--- src/rtl/geofence_feeder.sv ---
// geofence_feeder: buffers streamed points into PTS-point frames and replays
// each whole frame to geofence back-to-back, returning one tagged result.
// Ports: clk, reset (sync, active-low); in_valid/in_ready/in_x/in_y point
// stream; gf_reset/gf_x/gf_y drive geofence, gf_valid/gf_is_inside return
// its verdict; res_valid/res_inside/res_timeout/res_id result; busy.
module geofence_feeder #(
   parameter int COORD_W = 10,
   parameter int PTS     = 7,
   parameter int FRAMES  = 2,
   parameter int TIMEOUT = 4096
) (
   input  logic               clk,
   input  logic               reset,
   input  logic               in_valid,
   output logic               in_ready,
   input  logic [COORD_W-1:0] in_x,
   input  logic [COORD_W-1:0] in_y,
   output logic               gf_reset,
   output logic [COORD_W-1:0] gf_x,
   output logic [COORD_W-1:0] gf_y,
   input  logic               gf_valid,
   input  logic               gf_is_inside,
   output logic               res_valid,
   output logic               res_inside,
   output logic               res_timeout,
   output logic [7:0]         res_id,
   output logic               busy
);

   localparam int DEPTH = FRAMES * PTS;
   localparam int AW = (DEPTH > 1) ? $clog2(DEPTH) : 1;
   localparam int CW = $clog2(DEPTH + 1);
   localparam int IW = (PTS > 1) ? $clog2(PTS) : 1;
   localparam int FW = $clog2(FRAMES + 1);
   localparam int WW = (TIMEOUT > 1) ? $clog2(TIMEOUT) : 1;

   typedef enum logic [1:0] {
      S_IDLE,
      S_SEND,
      S_WAIT,
      S_RECOVER
   } state_t;

   state_t state, state_n;

   logic [2*COORD_W-1:0] mem [DEPTH];
   logic [AW-1:0] wr_ptr;
   logic [AW-1:0] rd_ptr;
   logic [CW-1:0] count;
   logic [IW-1:0] pt_cnt;
   logic [IW-1:0] idx, idx_n;
   logic [FW-1:0] frames_avail;
   logic [WW-1:0] wait_cnt, wait_n;
   logic          rec_cnt, rec_n;
   logic          gf_rst_q, gf_rst_n;
   logic          rdy_en;
   logic [7:0]    frame_id;

   logic push;
   logic pop;
   logic first;
   logic frame_done;
   logic fire;
   logic fire_to;

   // rdy_en keeps the stream closed on the first edge after reset release
   assign in_ready   = reset & rdy_en & (count != CW'(DEPTH));
   assign gf_reset   = gf_rst_q | ~reset;
   assign busy       = (state != S_IDLE);
   assign push       = in_valid & in_ready;
   assign frame_done = push & (pt_cnt == IW'(PTS - 1));
   // only the pop of a frame's first point retires an available frame
   assign first      = pop & (state != S_SEND);

   always_comb begin
      state_n  = state;
      idx_n    = idx;
      wait_n   = wait_cnt;
      rec_n    = rec_cnt;
      gf_rst_n = gf_rst_q;
      pop      = 1'b0;
      fire     = 1'b0;
      fire_to  = 1'b0;
      unique case (state)
         S_IDLE: begin
            gf_rst_n = 1'b0;
            if ((frames_avail != '0) && !gf_rst_q) begin
               pop     = 1'b1;
               idx_n   = IW'(1);
               state_n = S_SEND;
            end
         end
         S_SEND: begin
            pop = 1'b1;
            if (idx == IW'(PTS - 1)) begin
               wait_n  = '0;
               state_n = S_WAIT;
            end else begin
               idx_n = idx + 1'b1;
            end
         end
         S_WAIT: begin
            wait_n = wait_cnt + 1'b1;
            if (gf_valid) begin
               fire = 1'b1;
               // chain the next frame so geofence sees no bubble
               if (frames_avail != '0) begin
                  pop     = 1'b1;
                  idx_n   = IW'(1);
                  state_n = S_SEND;
               end else begin
                  state_n = S_IDLE;
               end
            end else if (wait_cnt == WW'(TIMEOUT - 1)) begin
               fire     = 1'b1;
               fire_to  = 1'b1;
               gf_rst_n = 1'b1;
               rec_n    = 1'b0;
               state_n  = S_RECOVER;
            end
         end
         S_RECOVER: begin
            gf_rst_n = 1'b1;
            rec_n    = 1'b1;
            if (rec_cnt) begin
               gf_rst_n = 1'b0;
               state_n  = S_IDLE;
            end
         end
         default: begin
            state_n = S_IDLE;
         end
      endcase
   end

   always_ff @(posedge clk) begin
      if (!reset) begin
         state        <= S_IDLE;
         wr_ptr       <= '0;
         rd_ptr       <= '0;
         count        <= '0;
         pt_cnt       <= '0;
         idx          <= '0;
         frames_avail <= '0;
         wait_cnt     <= '0;
         rec_cnt      <= 1'b0;
         gf_rst_q     <= 1'b1;
         rdy_en       <= 1'b0;
         gf_x         <= '0;
         gf_y         <= '0;
         res_valid    <= 1'b0;
         res_inside   <= 1'b0;
         res_timeout  <= 1'b0;
         res_id       <= '0;
         frame_id     <= '0;
      end else begin
         state    <= state_n;
         idx      <= idx_n;
         wait_cnt <= wait_n;
         rec_cnt  <= rec_n;
         gf_rst_q <= gf_rst_n;
         rdy_en   <= 1'b1;
         count    <= count + CW'(push) - CW'(pop);
         frames_avail <= frames_avail + FW'(frame_done) - FW'(first);
         if (push) begin
            wr_ptr <= (wr_ptr == AW'(DEPTH - 1)) ? '0 : wr_ptr + 1'b1;
            pt_cnt <= (pt_cnt == IW'(PTS - 1)) ? '0 : pt_cnt + 1'b1;
         end
         if (pop) begin
            {gf_x, gf_y} <= mem[rd_ptr];
            rd_ptr <= (rd_ptr == AW'(DEPTH - 1)) ? '0 : rd_ptr + 1'b1;
         end
         res_valid <= fire;
         if (fire) begin
            res_inside  <= gf_is_inside & ~fire_to;
            res_timeout <= fire_to;
            res_id      <= frame_id;
            frame_id    <= frame_id + 1'b1;
         end
      end
   end

   always_ff @(posedge clk) begin
      if (push) begin
         mem[wr_ptr] <= {in_x, in_y};
      end
   end

endmodule

--- config.mk ---
export PLATFORM = sky130hd
export DESIGN_NAME = geofence_feeder
export DESIGN_NICKNAME = d
export VERILOG_FILES = /design/src/rtl/geofence_feeder.sv
export SDC_FILE = /design/constraint.sdc
export NUM_CORES = 1
export LEC_CHECK = 0
export CAP_MARGIN = 25
export CORE_MARGIN = 3
export CORE_UTILIZATION = 45
export DETAILED_ROUTE_END_ITERATION = 16
export PLACE_DENSITY_LB_ADDON = 0.05
export SLEW_MARGIN = 30
export SYNTH_ARGS = -nofsm -noshare
export SYNTH_HDL_FRONTEND = slang
export SYNTH_SLANG_ARGS = --single-unit
--- constraint.sdc ---
create_clock -name clk -period 7.6 [get_ports clk]
set_input_delay 1.14 -clock clk [delete_from_list [all_inputs] [get_ports clk]]
set_output_delay 1.14 -clock clk [all_outputs]
set_load 0.01 [all_outputs]
-- Word-level counts from Yosys, hierarchy flattened
Memories as Yosys holds them, arrays and structs flattened. A register that Yosys moved wholly into a read port is not among the register bits.
Index checks and enable logic that the tools add are counted.
- flip-flop bits (word level): 56
- RAM bits: 280
- input port bits: 25
- output and inout port bits: 34
- logic and storage cells: 106
- memories kept: 1
- add/subtract/negate cells: 10
- equal/unequal tests: 19
- muxes and demuxes: 36
- bitwise logic cells: 9
- reduce and logical (&&, ||, !) cells: 15
- memory list (memory ; depth ; width ; read ports ; clocked after memory_dff ; wr ports ; RTL line ; RTL):
    mem ; 14 ; 20 ; 1 ; 1 ; 1 ; 46 ; logic [2*COORD_W-1:0] mem [DEPTH];
- operator list (cell ; number):
    12-bit one-hot mux with 2 select lines ; 1
    1-bit two-way mux ; 17
    2-bit != test (second input constant) ; 8
    3-bit two-way mux ; 5
    12-bit by 1-bit adder with 12-bit output (second input constant) ; 1
    12-bit equality test (second input constant) ; 1
    12-bit two-way mux ; 1
    2-bit two-way mux ; 5
    3-bit one-hot mux with 3 select lines ; 1
    4-bit by 1-bit adder with 4-bit output (second input constant) ; 2
    8-bit by 1-bit adder with 8-bit output (second input constant) ; 1
    4-bit equality test (second input constant) ; 2
    4-bit two-way mux ; 2
    2-bit one-hot mux with 4 select lines ; 1
    2-bit nonzero test ; 4
    3-bit by 1-bit adder with 3-bit output (second input constant) ; 2
    1-bit bitwise AND ; 6
    3-bit equality test (second input constant) ; 2
    1-bit one-hot mux with 3 select lines ; 2
    3-bit AND reduction ; 2
    3-bit nonzero test ; 2
    5-bit AND reduction ; 1
    4-bit by 1-bit adder with 4-bit output ; 1
    2-bit equality test (second input constant) ; 2
    15 further kinds ; 17

-- Depth between registers and ports, before layout
Gate-level depths: netlist of run 1.
- word-level depth: 6
- gate-level depth with buffers: 15
- gate-level depth less buffers: 12

-- Worst setup path after synthesis of run 1
Ideal clock, no wire load.
- path type: input-to-reg
- from: input port reset
- to: memory mem[0][0] (netlist bit), enable pin
- library setup time: 0.422 ns
- arrival time: 3.644 ns
- required time: 7.178 ns
- path slack: 3.534 ns
- stages on the path: 6
- path buffers: 2
- cells stage by stage: clkbuf_1 > o2111a_1 > buf_2 > inv_1 > or3_1 > nor3_1
- cells in the longest elaborated chain, start to end: 5
- ends and longest elaborated chain (item ; RTL line ; RTL):
    from (decl) ; 13 ; input logic reset,
    1-bit bitwise AND (2 in a row) ; 67 ; assign in_ready = reset & rdy_en & (count != CW'(DEPTH));
    1-bit bitwise AND ; 70 ; assign push = in_valid & in_ready;
    1-bit two-way mux ; 184 ; if (push) begin
    1-bit two-way mux (not written as such) ; 185 ; mem[wr_ptr] <= {in_x, in_y};
    to (decl) ; 46 ;
No other way between the ends.

-- Worst setup path in the final report of run 1
- from: input port reset
- to: output port in_ready
- cells in the longest elaborated chain, start to end: 2
- ends and longest elaborated chain (item ; RTL line ; RTL):
    1-bit bitwise AND (2 in a row) ; 67 ;
    to (decl) ; 15 ; output logic in_ready,
No other way between the ends.

==> results.txt, run 1 <==
CP max stage delay: 0.53 ns
Fin. Hold Viols: 0
grt total ovfl: 0
via count: 7772
top-area cell type share of the netlist area: 59.94%
crit-path leading delay family: buffers and inverters
Min-Delay Endpoint: frame_id[7]
post-cts repair resize count: 0
Die Y: 182.6 µm
# port buffers: 58
Worst Path Required: 6.46 ns
Die W: 182.6 µm
Worst Setup End Kind: output port
Crit Path Category: in -> out
largest net degree at the start of global routing: 48
Reg2Reg Depth: 13
Rel. slew slack: 32.92%
H-tree Lvls: 2
Worst Tran Pin Value: 1.003 ns
yosys warns: 0
Top Ports: 59
Synth area leader: edfxtp_1
Startpoint Class: input pin
fin nets: 988
Setup TNS: 0 ns
vias in the first global route: 8049
GRT Total Usage: 18.81%
RSZ-0062 raised after global routing: false
Avg Inst Size Synth: 15.92 µm²
Syn Std Cell Area: 14030 µm²
Netlist cell types: 56
total leakage power: 5.303 nW
post-DR wirelength/cell: 22.77 µm
Max-Cap Viols: 0
DRT Pass-1 Iters: 5
Starting Density: 45.74%
Cell Pwr Density: 280.6 nW/µm²
Via density: 5.669
cells along the critical path: clkdlybuf4s50_1 -> buf_4 -> o211a_1 -> clkdlybuf4s50_1
status: completed
Final Max Tran Viols: 0
CP max stage cell: clkdlybuf4s50_1
reg2reg setup slack: 4.06 ns
antenna violations before repair: 0
Antenna Violating Nets Remaining: 0
Post-synth top cells: edfxtp_1 (280), dfxtp_1 (76), mux2i_1 (71)
share of layout cells above drive strength 1: 15.90%
Post-CTS Hold Fix Bufs: 0
Sink Count: 356
Tcrit/Tclk final: 51.07%
Root Buffer: clkbuf_16
top-count cell post-synth: edfxtp_1
Critical Path Fanout Max: 38
top post-synthesis cells by area: edfxtp_1 (60%), dfxtp_1 (11%), mux4_2 (6.4%)
# diodes: 0
area grow syn2layout: 16.89%
Synth Flop Type: edfxtp_1
cts bufs inserted: 38
r2r endpoint: count[2]
fraction of registers with async set/reset: 0%
clock latency at the later pin of the worst-skew pair: 0.52 ns
CTS tree: done
Tmin final: 3.881 ns
Post-synth EDFFs: 280
total setup buffers inserted after CTS: 0
hold depth: 2
Synth Net Count: 923
Final Skew: 0.01364 ns
Reg-to-Reg Start: state[0]
clk slew on worst S/H paths: 0.06 ns
power consumption: 4.601 mW
core footprint: 30670 µm²
CP most frequent cell: clkdlybuf4s50_1
initial DRC count: 512
global-route wire length before repair: 47690 µm
CP Buf/Inv Count: 3
Synth Register Bits: 356
DRC Markers: 0
Hold WC Path Type: reg -> reg
gpl congestion: 0.8106
die area: 33330 µm²
# rows: 64
Detailed Route WL: 31220 µm
Final setup viols: 0
Fill cells: 2481
register area share after synthesis: 70.79%
Syn Inst Count: 881
fmax: 257.7 MHz
Detail Placement HPWL: 19060 µm
Crit path arrival time: 2.74 ns
Hold Path Origin: frame_id[7]
Worst VDD drop: 0.0001987 V
clk buf depth: 3
-- worst max-delay path by stage --
| stage | depth (start not counted) | to | startpoint | slack [ns] |
|---|---|---|---|---|
| 2_1_floorplan | 6 | mem[0][0] | reset | 3.53 |
| 3_3_place_gp | 6 | mem[4][5] | reset | 3.11 |
| 3_5_place_dp | 6 | mem[8][16] | reset | 3.33 |
| 4_1_cts | 4 | in_ready | reset | 3.69 |
| 5_1_grt | 4 | in_ready | reset | 3.63 |
| 6_report | 4 | in_ready | reset | 3.72 |
-- cells by family after synthesis --
logic type / synth area share (%)
AOI/OAI and AO/OA: 6.155
xor gates and xnor gates: 1.124
adders and majority gates: 1.570
buffers and inverters: 1.873
DFF: 70.79
muxes: 13.09
and+or+nand+nor: 5.397
-- registers in the layout (all words and copies together), names as in the netlist, 3 cells and up --
signal	cells
count	4
idx	3
wait_cnt	12
frame_id	8
mem	280
pt_cnt	3
res_id	8
gf_y	10
rd_ptr	4
gf_x	10
wr_ptr	4
-- area by class of cell --
cell class	instances	area (µm²)	area share, %
flip-flops and latches	356	9938	60.62
multi-input cells	458	3924	23.93
clock buffers	48	1062	6.479
repair buffers	73	700.7	4.274
well taps	396	495.5	3.022
clock inverters	21	202.7	1.236
inverters	19	72.57	0.4426
-- power breakdown --
group | switching (mW) | leakage (nW) | internal [mW] | total [mW]
Sequential | 0.0730 | 3.14 | 2.15 | 2.23
Clock | 0.726 | 0.614 | 1.12 | 1.85
Combinational | 0.264 | 1.55 | 0.259 | 0.523
Total | 1.06 | 5.30 | 3.54 | 4.60
-- routing by layer --
| metal | up-vias | GRT usage, % | share of wire, % |
|---|---|---|---|
| li1 | 3541 | - | - |
| met1 | 4000 | 25.65 | 44 |
| met2 | 184 | 31.75 | 49 |
| met3 | 47 | 2.771 | 4.6 |
| met4 | 0 | 5.210 | 2.2 |
| met5 | - | 0 | 0 |
-- stage by stage --
stage	cell area (µm²)	hold slack [ns]	utilization, %	worst slack, ns	cells
3_5_place_dp	15120	0.4875	49.29	3.326	1301
2_1_floorplan	14030	0.4512	-	3.534	881
3_3_place_gp	15080	0.4721	49.18	3.110	1301
5_1_grt	16400	0.5181	53.46	3.635	1371
6_report	16400	0.4911	53.46	3.719	1371
4_1_cts	16380	0.4930	53.41	3.690	1370
-- layout by cell type, fill, tap and decap left out, types with 18 or more instances in the layout --
cell             count
mux2i_1             71
o22ai_1             20
mux2_2              20
inv_1               18
clkbuf_16           41
nand2_1             25
a211oi_1            23
o21ai_0             32
dfxtp_1             73
edfxtp_1           280
nor2_1              61
clkdlybuf4s50_1     58
mux4_2              40
a21oi_1             38
-- worst register-to-register path, cell delays in order, from the launching register on --
cell and delay, ns:
dfxtp_1 0.36, inv_1 0.12, ha_1 0.65, nand2_1 0.16
a2bb2o_1 0.37, a21oi_4 0.15, buf_4 0.44, ha_1 0.34
inv_1 0.05, ha_1 0.15, inv_1 0.05, fa_1 0.37
xor2_1 0.14, nor2_1 0.05
(Power assumes the default switching activity.)
==> run 2, diff against run 1 <==
clock period = 3.9 ns   (was 7.6 ns; I/O delays follow)
==> run 2 against run 1 <==
- sequential share of layout area down 0.70 points
- sequential power up 95%
- highest routed layer unchanged
- total power up 95%
==> results.txt, run 2 (synthesized netlist as in run 1, its figures left out) <==
grt peak-use layer: met2
gpl congestion: 0.7868 (-2.9%)
Worst Tran Pin Value: 0.8134 ns (-0.1898 ns)
core footprint: 30670 µm² (unchanged)
# rows: 64 (unchanged)
cts bufs inserted: 39 (+2.6%)
fmax: 345.7 MHz
Rel. slew slack: 45.77% (+13 points)
RSZ-0062 raised after global routing: false
M2 GR Usage: 33.63% (+1.9 points)
post-DR wirelength/cell: 22.91 µm (+0.62%)
Post-CTS Hold Fix Bufs: 0 (unchanged)
vias in the first global route: 8510 (+5.7%)
most common cell after layout, fill and taps aside: edfxtp_1
total leakage power: 5.439 nW (+2.6%)
Worst Path Required: 3.31 ns (-3.15 ns)
Starting Density: 45.74% (unchanged)
met3 GRT Util: 2.731% (-0.040 points)
initial DRC count: 520 (+1.6%)
clock latency at the later pin of the worst-skew pair: 0.53 ns (about the same)
status: completed
Hold WC Path Type: reg -> reg
Tmin final: 2.893 ns
fin nets: 1014 (+2.6%)
Root Buffer: clkbuf_16
biggest regs: mem (280), wait_cnt (12)
clk slew on worst S/H paths: 0.06 ns (about the same)
Final Max Tran Viols: 0 (unchanged)
global-route wire length before repair: 49960 µm (+4.8%)
Top Ports: 59 (unchanged)
Fill cells: 2463 (-0.73%)
clk buf depth: 3 (unchanged)
Startpoint Class: input pin
Via density: 5.636 (-0.58%)
Worst VDD drop: 0.0003709 V (+87%)
antenna violations before repair: 0 (unchanged)
Tcrit/Tclk final: 74.17%
Detailed Route WL: 32030 µm (+2.6%)
Crit path arrival time: 2.31 ns (-0.43 ns)
Worst Setup End Kind: output port
Die Y: 182.6 µm (unchanged)
Final setup viols: 0 (unchanged)
max reg flops: 280 (unchanged)
Antenna Violating Nets Remaining: 0 (unchanged)
Critical Path Fanout Max: 37 (-2.6%)
# diodes: 0 (unchanged)
CTS tree: done
total setup buffers inserted after CTS: 0 (unchanged)
die area: 33330 µm² (unchanged)
share of layout cells above drive strength 1: 18.56% (+2.7 points)
most frequent cells in the layout: edfxtp_1 (280), dfxtp_1 (72), mux2i_1 (71)
DRC Markers: 0 (unchanged)
Cell Pwr Density: 539.5 nW/µm² (+92%)
Final Skew: 0.01723 ns (+0.003587 ns)
Sink Count: 356 (unchanged)
grt total ovfl: 0 (unchanged)
Die W: 182.6 µm (unchanged)
DRT Pass-1 Iters: 6 (+1)
# port buffers: 58 (unchanged)
power consumption: 8.949 mW (+95%)
Fin. Hold Viols: 0 (unchanged)
via count: 7879 (+1.4%)
post-cts repair resize count: 0 (unchanged)
H-tree Lvls: 2 (unchanged)
Max-Cap Viols: 0 (unchanged)
area grow syn2layout: 18.26%
GRT Total Usage: 19.62% (+0.81 points)
largest net degree at the start of global routing: 47 (-2.1%)
Setup TNS: 0 ns (unchanged)
Detail Placement HPWL: 19920 µm (+4.5%)
Global Route met1 Usage: 25.69% (+0.036 points)
Crit Path Category: in -> out
Largest Register: mem
-- run 2: critical path: stages --
cell             delay, ns
clkdlybuf4s50_1       0.50
buf_4                 0.46
o211a_1               0.23
clkdlybuf4s50_1       0.53
-- run 2: final timing paths --
check / start / slack [ns] / to / depth (start not counted)
min: res_inside / 0.49 / res_inside / 2
max reg2reg: count[2] / 1.32 / mem[0][9] / 7
min reg2reg: res_inside / 0.49 / res_inside / 2
max: reset / 1.01 / in_ready / 4
-- run 2: stage by stage --
stage / setup WS, ns / hold WS, ns / cell area, µm² / utilization [%] / cells
3_5_place_dp: 0.7945 / 0.4836 / 15320 / 49.95 / 1327
2_1_floorplan: 0.3888 / 0.4512 / 14030 / - / 881
3_3_place_gp: 0.8570 / 0.4681 / 15320 / 49.94 / 1327
6_report: 1.007 / 0.4922 / 16590 / 54.09 / 1398
5_1_grt: 0.9710 / 0.5024 / 16590 / 54.09 / 1398
4_1_cts: 0.9906 / 0.4937 / 16590 / 54.09 / 1398
-- run 2: power breakdown --
part / internal [mW] / switching [mW]
Combinational: 0.515 / 0.478
Sequential: 4.20 / 0.142
Clock: 2.15 / 1.47
-- run 2: area by class of cell --
class	instances	area (µm²)	area share, %
tap	396	495.5	2.987
clock inverter	20	197.7	1.192
multi-input combinational	458	3894	23.47
timing repair buffer	98	918.4	5.536
sequential	356	9940	59.92
clock buffer	51	1072	6.464
inverter	19	71.32	0.4299
-- run 2: metal layers --
layer	wire length, µm	up-vias	share of wire (%)
met5	0	-	0
met2	16140	185	50
met4	948	0	3.0
met3	1176	61	3.7
li1	-	3592	-
met1	13770	4041	43
